===== config.mk =====
export PLATFORM = sky130hd
export DESIGN_NAME = instr_fetch_unit
export DESIGN_NICKNAME = d
export VERILOG_FILES = /design/src/rtl/processor_pkg.sv /design/src/rtl/fetch_wait_timer.sv /design/src/rtl/instr_fetch_unit.sv
export SDC_FILE = /design/constraint.sdc
export NUM_CORES = 1
export LEC_CHECK = 0
export CAP_MARGIN = 0
export CORE_UTILIZATION = 30
export DETAILED_ROUTE_END_ITERATION = 8
export DONT_BUFFER_PORTS = 1
export GPL_TIMING_DRIVEN = 0
export SLEW_MARGIN = 10
export SYNTH_ARGS = -nofsm -noshare
export SYNTH_HDL_FRONTEND = slang
export SYNTH_SLANG_ARGS = --single-unit

===== constraint.sdc =====
create_clock -name CLK -period 3 [get_ports CLK]
set_input_delay 0.45 -clock CLK [delete_from_list [all_inputs] [get_ports CLK]]
set_output_delay 0.45 -clock CLK [all_outputs]
set_load 0.02 [all_outputs]

===== src/rtl/processor_pkg.sv =====
// processor_pkg
//   Shared types and constants for the processor front end.
//   - fetch_state_e : fetch FSM encoding (WAIT = address driven and timer
//                     running, VALID = instruction held for decode)
//   - RESET_PC      : default first fetch address after reset
//   - EXC_VECTOR    : default overflow-exception handler address
//   - PC_INCR       : sequential fetch stride in bytes
package processor_pkg;

  typedef enum logic {
    FETCH_WAIT  = 1'b0,
    FETCH_VALID = 1'b1
  } fetch_state_e;

  localparam logic [31:0] RESET_PC   = 32'h0000_0000;
  localparam logic [31:0] EXC_VECTOR = 32'hF000_0000;
  localparam logic [31:0] PC_INCR    = 32'd4;

endpackage : processor_pkg


===== src/rtl/fetch_wait_timer.sv =====
// fetch_wait_timer
//   Down-counter that measures the instruction-memory access time.
//   Ports:
//     clk   in   clock, rising edge
//     rst_n in   asynchronous active-low reset (count returns to LOAD_VALUE)
//     load  in   reload the count with LOAD_VALUE (wins over dec)
//     dec   in   decrement by one; saturates at zero
//     zero  out  count is zero (memory data may be sampled this edge)
module fetch_wait_timer #(
  parameter int unsigned LOAD_VALUE = 1,
  parameter int unsigned WIDTH      = 1
) (
  input  logic clk,
  input  logic rst_n,
  input  logic load,
  input  logic dec,
  output logic zero
);

  localparam logic [WIDTH-1:0] LOAD_CNT = WIDTH'(LOAD_VALUE);

  logic [WIDTH-1:0] count_reg;
  logic [WIDTH-1:0] count_next;

  always_comb begin
    count_next = count_reg;
    if (load) begin
      count_next = LOAD_CNT;
    end else if (dec && (count_reg != '0)) begin
      count_next = count_reg - 1'b1;
    end
  end

  always_ff @(posedge clk or negedge rst_n) begin
    if (!rst_n) begin
      count_reg <= LOAD_CNT;
    end else begin
      count_reg <= count_next;
    end
  end

  assign zero = (count_reg == '0);

endmodule : fetch_wait_timer


===== src/rtl/instr_fetch_unit.sv =====
// instr_fetch_unit
//   Fetches one instruction at a time from a fixed-latency instruction
//   memory and holds it for decode until accepted. Redirect and Exception
//   flush any fetch in progress and restart at the new target.
//   Optional feature: define FETCH_PERF_CNT_EN to build the delivered-
//   instruction counter on FetchCount; otherwise FetchCount is tied to 0.
//   Ports:
//     CLK         in   clock, rising edge
//     Reset_L     in   asynchronous active-low reset
//     IMemAddr    out  [31:0] fetch address (the PC)
//     IMemData    in   [31:0] instruction word from memory
//     Instr       out  [31:0] held instruction
//     InstrPC     out  [31:0] address Instr came from
//     InstrValid  out  Instr/InstrPC valid
//     InstrReady  in   decode accepts Instr this cycle
//     Redirect    in   branch/jump redirect request
//     RedirectPC  in   [31:0] redirect target (low two bits ignored)
//     Exception   in   overflow exception, fetch from EXC_VECTOR
//     FetchCount  out  [31:0] number of accepted instructions
module instr_fetch_unit #(
  parameter int unsigned WAIT_CYCLES = 1,
  parameter logic [31:0] RESET_PC    = processor_pkg::RESET_PC,
  parameter logic [31:0] EXC_VECTOR  = processor_pkg::EXC_VECTOR
) (
  input  logic        CLK,
  input  logic        Reset_L,
  output logic [31:0] IMemAddr,
  input  logic [31:0] IMemData,
  output logic [31:0] Instr,
  output logic [31:0] InstrPC,
  output logic        InstrValid,
  input  logic        InstrReady,
  input  logic        Redirect,
  input  logic [31:0] RedirectPC,
  input  logic        Exception,
  output logic [31:0] FetchCount
);

  import processor_pkg::*;

  localparam int unsigned TIMER_W = (WAIT_CYCLES > 1) ? $clog2(WAIT_CYCLES + 1) : 1;

  fetch_state_e state_reg, state_next;
  logic [31:0]  pc_reg, pc_next;
  logic [31:0]  instr_reg, instr_next;
  logic [31:0]  instr_pc_reg, instr_pc_next;
  logic         handshake;
  logic         timer_load;
  logic         timer_dec;
  logic         timer_zero;

  // An accepted instruction counts even when a same-edge flush overrides
  // the sequential PC update.
  assign handshake = (state_reg == FETCH_VALID) && InstrReady;
  assign timer_dec = (state_reg == FETCH_WAIT);

  fetch_wait_timer #(
    .LOAD_VALUE (WAIT_CYCLES),
    .WIDTH      (TIMER_W)
  ) u_wait_timer (
    .clk   (CLK),
    .rst_n (Reset_L),
    .load  (timer_load),
    .dec   (timer_dec),
    .zero  (timer_zero)
  );

  // Priority: Exception > Redirect > normal FSM progress (capture/handshake).
  always_comb begin
    state_next    = state_reg;
    pc_next       = pc_reg;
    instr_next    = instr_reg;
    instr_pc_next = instr_pc_reg;
    timer_load    = 1'b0;

    if (Exception) begin
      pc_next    = EXC_VECTOR;
      state_next = FETCH_WAIT;
      timer_load = 1'b1;
    end else if (Redirect) begin
      pc_next    = {RedirectPC[31:2], 2'b00};
      state_next = FETCH_WAIT;
      timer_load = 1'b1;
    end else begin
      case (state_reg)
        FETCH_WAIT: begin
          if (timer_zero) begin
            instr_next    = IMemData;
            instr_pc_next = pc_reg;
            state_next    = FETCH_VALID;
          end
        end
        FETCH_VALID: begin
          if (InstrReady) begin
            pc_next    = pc_reg + PC_INCR;  // wraps naturally at 2^32
            state_next = FETCH_WAIT;
            timer_load = 1'b1;
          end
        end
        default: begin
          state_next = FETCH_WAIT;
          timer_load = 1'b1;
        end
      endcase
    end
  end

  always_ff @(posedge CLK or negedge Reset_L) begin
    if (!Reset_L) begin
      state_reg    <= FETCH_WAIT;
      pc_reg       <= RESET_PC;
      instr_reg    <= '0;
      instr_pc_reg <= '0;
    end else begin
      state_reg    <= state_next;
      pc_reg       <= pc_next;
      instr_reg    <= instr_next;
      instr_pc_reg <= instr_pc_next;
    end
  end

`ifdef FETCH_PERF_CNT_EN
  logic [31:0] fetch_count_reg;

  always_ff @(posedge CLK or negedge Reset_L) begin
    if (!Reset_L) begin
      fetch_count_reg <= '0;
    end else if (handshake) begin
      fetch_count_reg <= fetch_count_reg + 32'd1;
    end
  end

  assign FetchCount = fetch_count_reg;
`else
  assign FetchCount = '0;
`endif

  assign IMemAddr   = pc_reg;
  assign Instr      = instr_reg;
  assign InstrPC    = instr_pc_reg;
  assign InstrValid = (state_reg == FETCH_VALID);

endmodule : instr_fetch_unit


==> flow_summary.yaml <==
power:
  total_power_mw: 3.45
  power.leakage_nw: 2.25
  ir_worst_vdd_v: 0.000248
  power-per-cell-area_mw_per_mm2: 643
flow_run:
  maxCapViolations: 0
sta:
  tns_ns: 0
  max_freq_mhz: 358
  max-slew-margin-rel: 0.289
  skew_ns: 0.00794
  finalCritPeriodShare: 0.931
  hold_viol_final: 1
  hold_ws_ns: -0.00239
  finalSetupViolCount: 0
  drv_slew: 0
  tightest_slew_ns: 1.06
  min_period_ns: 2.79
  rsz0062_at_grt: "no"
detailed_routing:
  vias_per_cell: 5.27
  vias: 3453
  drt_iter0_drc: 195
  routed_wl_mm: 12.3
  drc: 0
  dr.pass1.iters: 6
  wire_per_inst_um: 18.8
  ant_nets: 0
yosys:
  ys_seq_area_frac: 0.502
  syn-cell-area_mm2: 0.00469
  synth_cell_type_count: 51
  synthArstFlopShare: 1.00
  synth-edff-count: 0
  synth-seq-cells: 94
  synthTopCellsByCount: "dfrtp_1 (93), mux2_2 (62), buf_4 (38)"
  ys.flop_type: "dfrtp_1"
  netlist.area_leader.share: 0.497
  synth_warnings: 0
  yosysMostFrequentCell: "dfrtp_1"
  postSynthCellCount: 415
  netlist_top_cells_area: "dfrtp_1 (50%), mux2_2 (15%), buf_4 (6.1%)"
  yosysTopAreaCell: "dfrtp_1"
  avgSynthCellArea_um2: 11.3
cts:
  clk_latency_ns: 0.35
  cts_resized: 0
  cts_buffers: 9
  cts.sinks: 94
  clk_pin_slew_worst_paths_ns: 0.07
  cts_root_buf: "clkbuf_16"
  htree_num_levels: 3
  cts_max_path_buffers: 2
  post_cts.repair.setup_buffers: 0
  cts_tree: "built"
run_status:
  violations: "hold timing"
  outcome: "finished, violations left"
final_layout:
  num_antenna_cells: 0
  final_layout_size_suffix_gt1_frac: 0.296
  area_growth_pct: 14.3
  largest_reg_flops: 32
  fin_nets: 532
placed_design:
  place_congestion: 0.808
  hpwl_mm: 9.05
  portBuffers: 0
global_route:
  grt_pass1_wl_mm: 18.8
  track_usage: 0.153
  grt_max_degree: 95
  grt_pass1_vias: 3351
  antenna_found_initial: 0
  grt_remaining_overflow: 0
die:
  core.rowCount: 45
  dieWidth_um: 127
  die_height_um: 127
  io_pins: 198
  floorplan.initialDensity: 0.308
  dieArea_mm2: 0.0161
  core_mm2: 0.0152
worst_setup_path:
  ff2ff_path_depth: 5
  cp-endpoint: "IMemAddr[24]"
  worstPathArrival_ns: 3.01
  ff2ff_setup_slack_ns: 0.21
  end_kind: "flip-flop"
  critical_path_required_ns: 3.22
  r2r-start: "IMemAddr[2]"
  startpoint: "IMemAddr[2]"
  cp_max_fo: 9
  r2r_end: "IMemAddr[24]"
  crit_type: "reg2reg"
  start_kind: "flip-flop"
min_path:
  hp-class: "in2async"
==> per-layer routing <==
layer,vias to the layer above,routed length [um],track usage
met5,-,0,0
met4,0,194,0.0483
met3,17,1080,0.0528
met2,185,6030,0.249
met1,1706,5020,0.191
li1,1545,-,-
==> through the flow <==
stage	worst slack (ns)	hold WS, ns	cells	cell area (um^2)	util
6_report	0.208	-0.00239	655	5360	0.353
5_1_grt	0.0573	0.0294	655	5360	0.353
4_1_cts	0.263	0.0329	655	5360	0.353
3_5_place_dp	0.273	0.157	638	5050	0.332
3_3_place_gp	0.279	0.157	638	5050	0.332
2_1_floorplan	0.733	0.154	450	4820	-
==> area by class of cell <==
| cell class | count | area (um^2) |
|---|---|---|
| clock inverters | 4 | 31.3 |
| plain buffers | 60 | 389 |
| repair buffers | 1 | 27.5 |
| fillers | 1526 | 9840 |
| inverters | 11 | 41.3 |
| clock buffers | 12 | 246 |
| multi-input cells | 285 | 2030 |
| well taps | 188 | 235 |
| flip-flops and latches | 94 | 2350 |
==> critical path, stage by stage (launching register included) <==
cell	delay, ns
dfrtp_1	0.60
ha_1	0.30
nand3_4	0.16
nor4_1	0.94
a311oi_1	0.24
a2111oi_0	0.42
==> placed cells by master (no fill, tap or decap), types with 10 or more instances in the layout <==
| master | count |
|---|---|
| dfrtp_1 | 93 |
| mux2_2 | 62 |
| buf_4 | 38 |
| conb_1 | 36 |
| nor2_1 | 23 |
| nand2_1 | 22 |
| nor3_1 | 13 |
| a211oi_1 | 13 |
| clkbuf_1 | 12 |
| nand3_1 | 12 |
| nor4_1 | 12 |
| inv_1 | 11 |
| buf_2 | 10 |
==> worst min path at each step <==
stage	startpoint	slack (ns)	cells after the start	end
2_1_floorplan	Reset_L	0.15	0	IMemAddr[10]
3_3_place_gp	Reset_L	0.16	0	Instr[30]
3_5_place_dp	Reset_L	0.16	0	Instr[30]
4_1_cts	Reset_L	0.03	1	InstrPC[31]
5_1_grt	Reset_L	0.03	1	Instr[0]
6_report	Reset_L	-0.002	1	InstrPC[31]
==> what timing repair did <==
| item | in CTS | in global routing |
|---|---|---|
| setup endpoints to repair | 0 | 0 |
| hold endpoints to repair | 94 | 0 |
| hold buffers | 1 | 0 |
==> power by group <==
group | total (mW) | switching [mW] | leakage (nW) | internal, mW
sequential | 1.95 | 0.464 | 1.17 | 1.48
clock | 1.10 | 0.507 | 0.125 | 0.589
combinational | 0.404 | 0.184 | 0.958 | 0.220
==> kinds of logic (layout without fill, tap and decap cells) <==
group                      count (synthesis)  after routing  synth area share
AOI/OAI and AO/OA                         51             51            0.0857
xor gates and xnor gates                   9              9            0.0168
other                                      1             36          0.000800
adders and majority gates                  1              1           0.00267
and+or+nand+nor                          126            126             0.151
buffers and inverters                     71             88            0.0918
muxes                                     62             62             0.149
DFF                                       94             94             0.502
(Power assumes the default switching activity.)
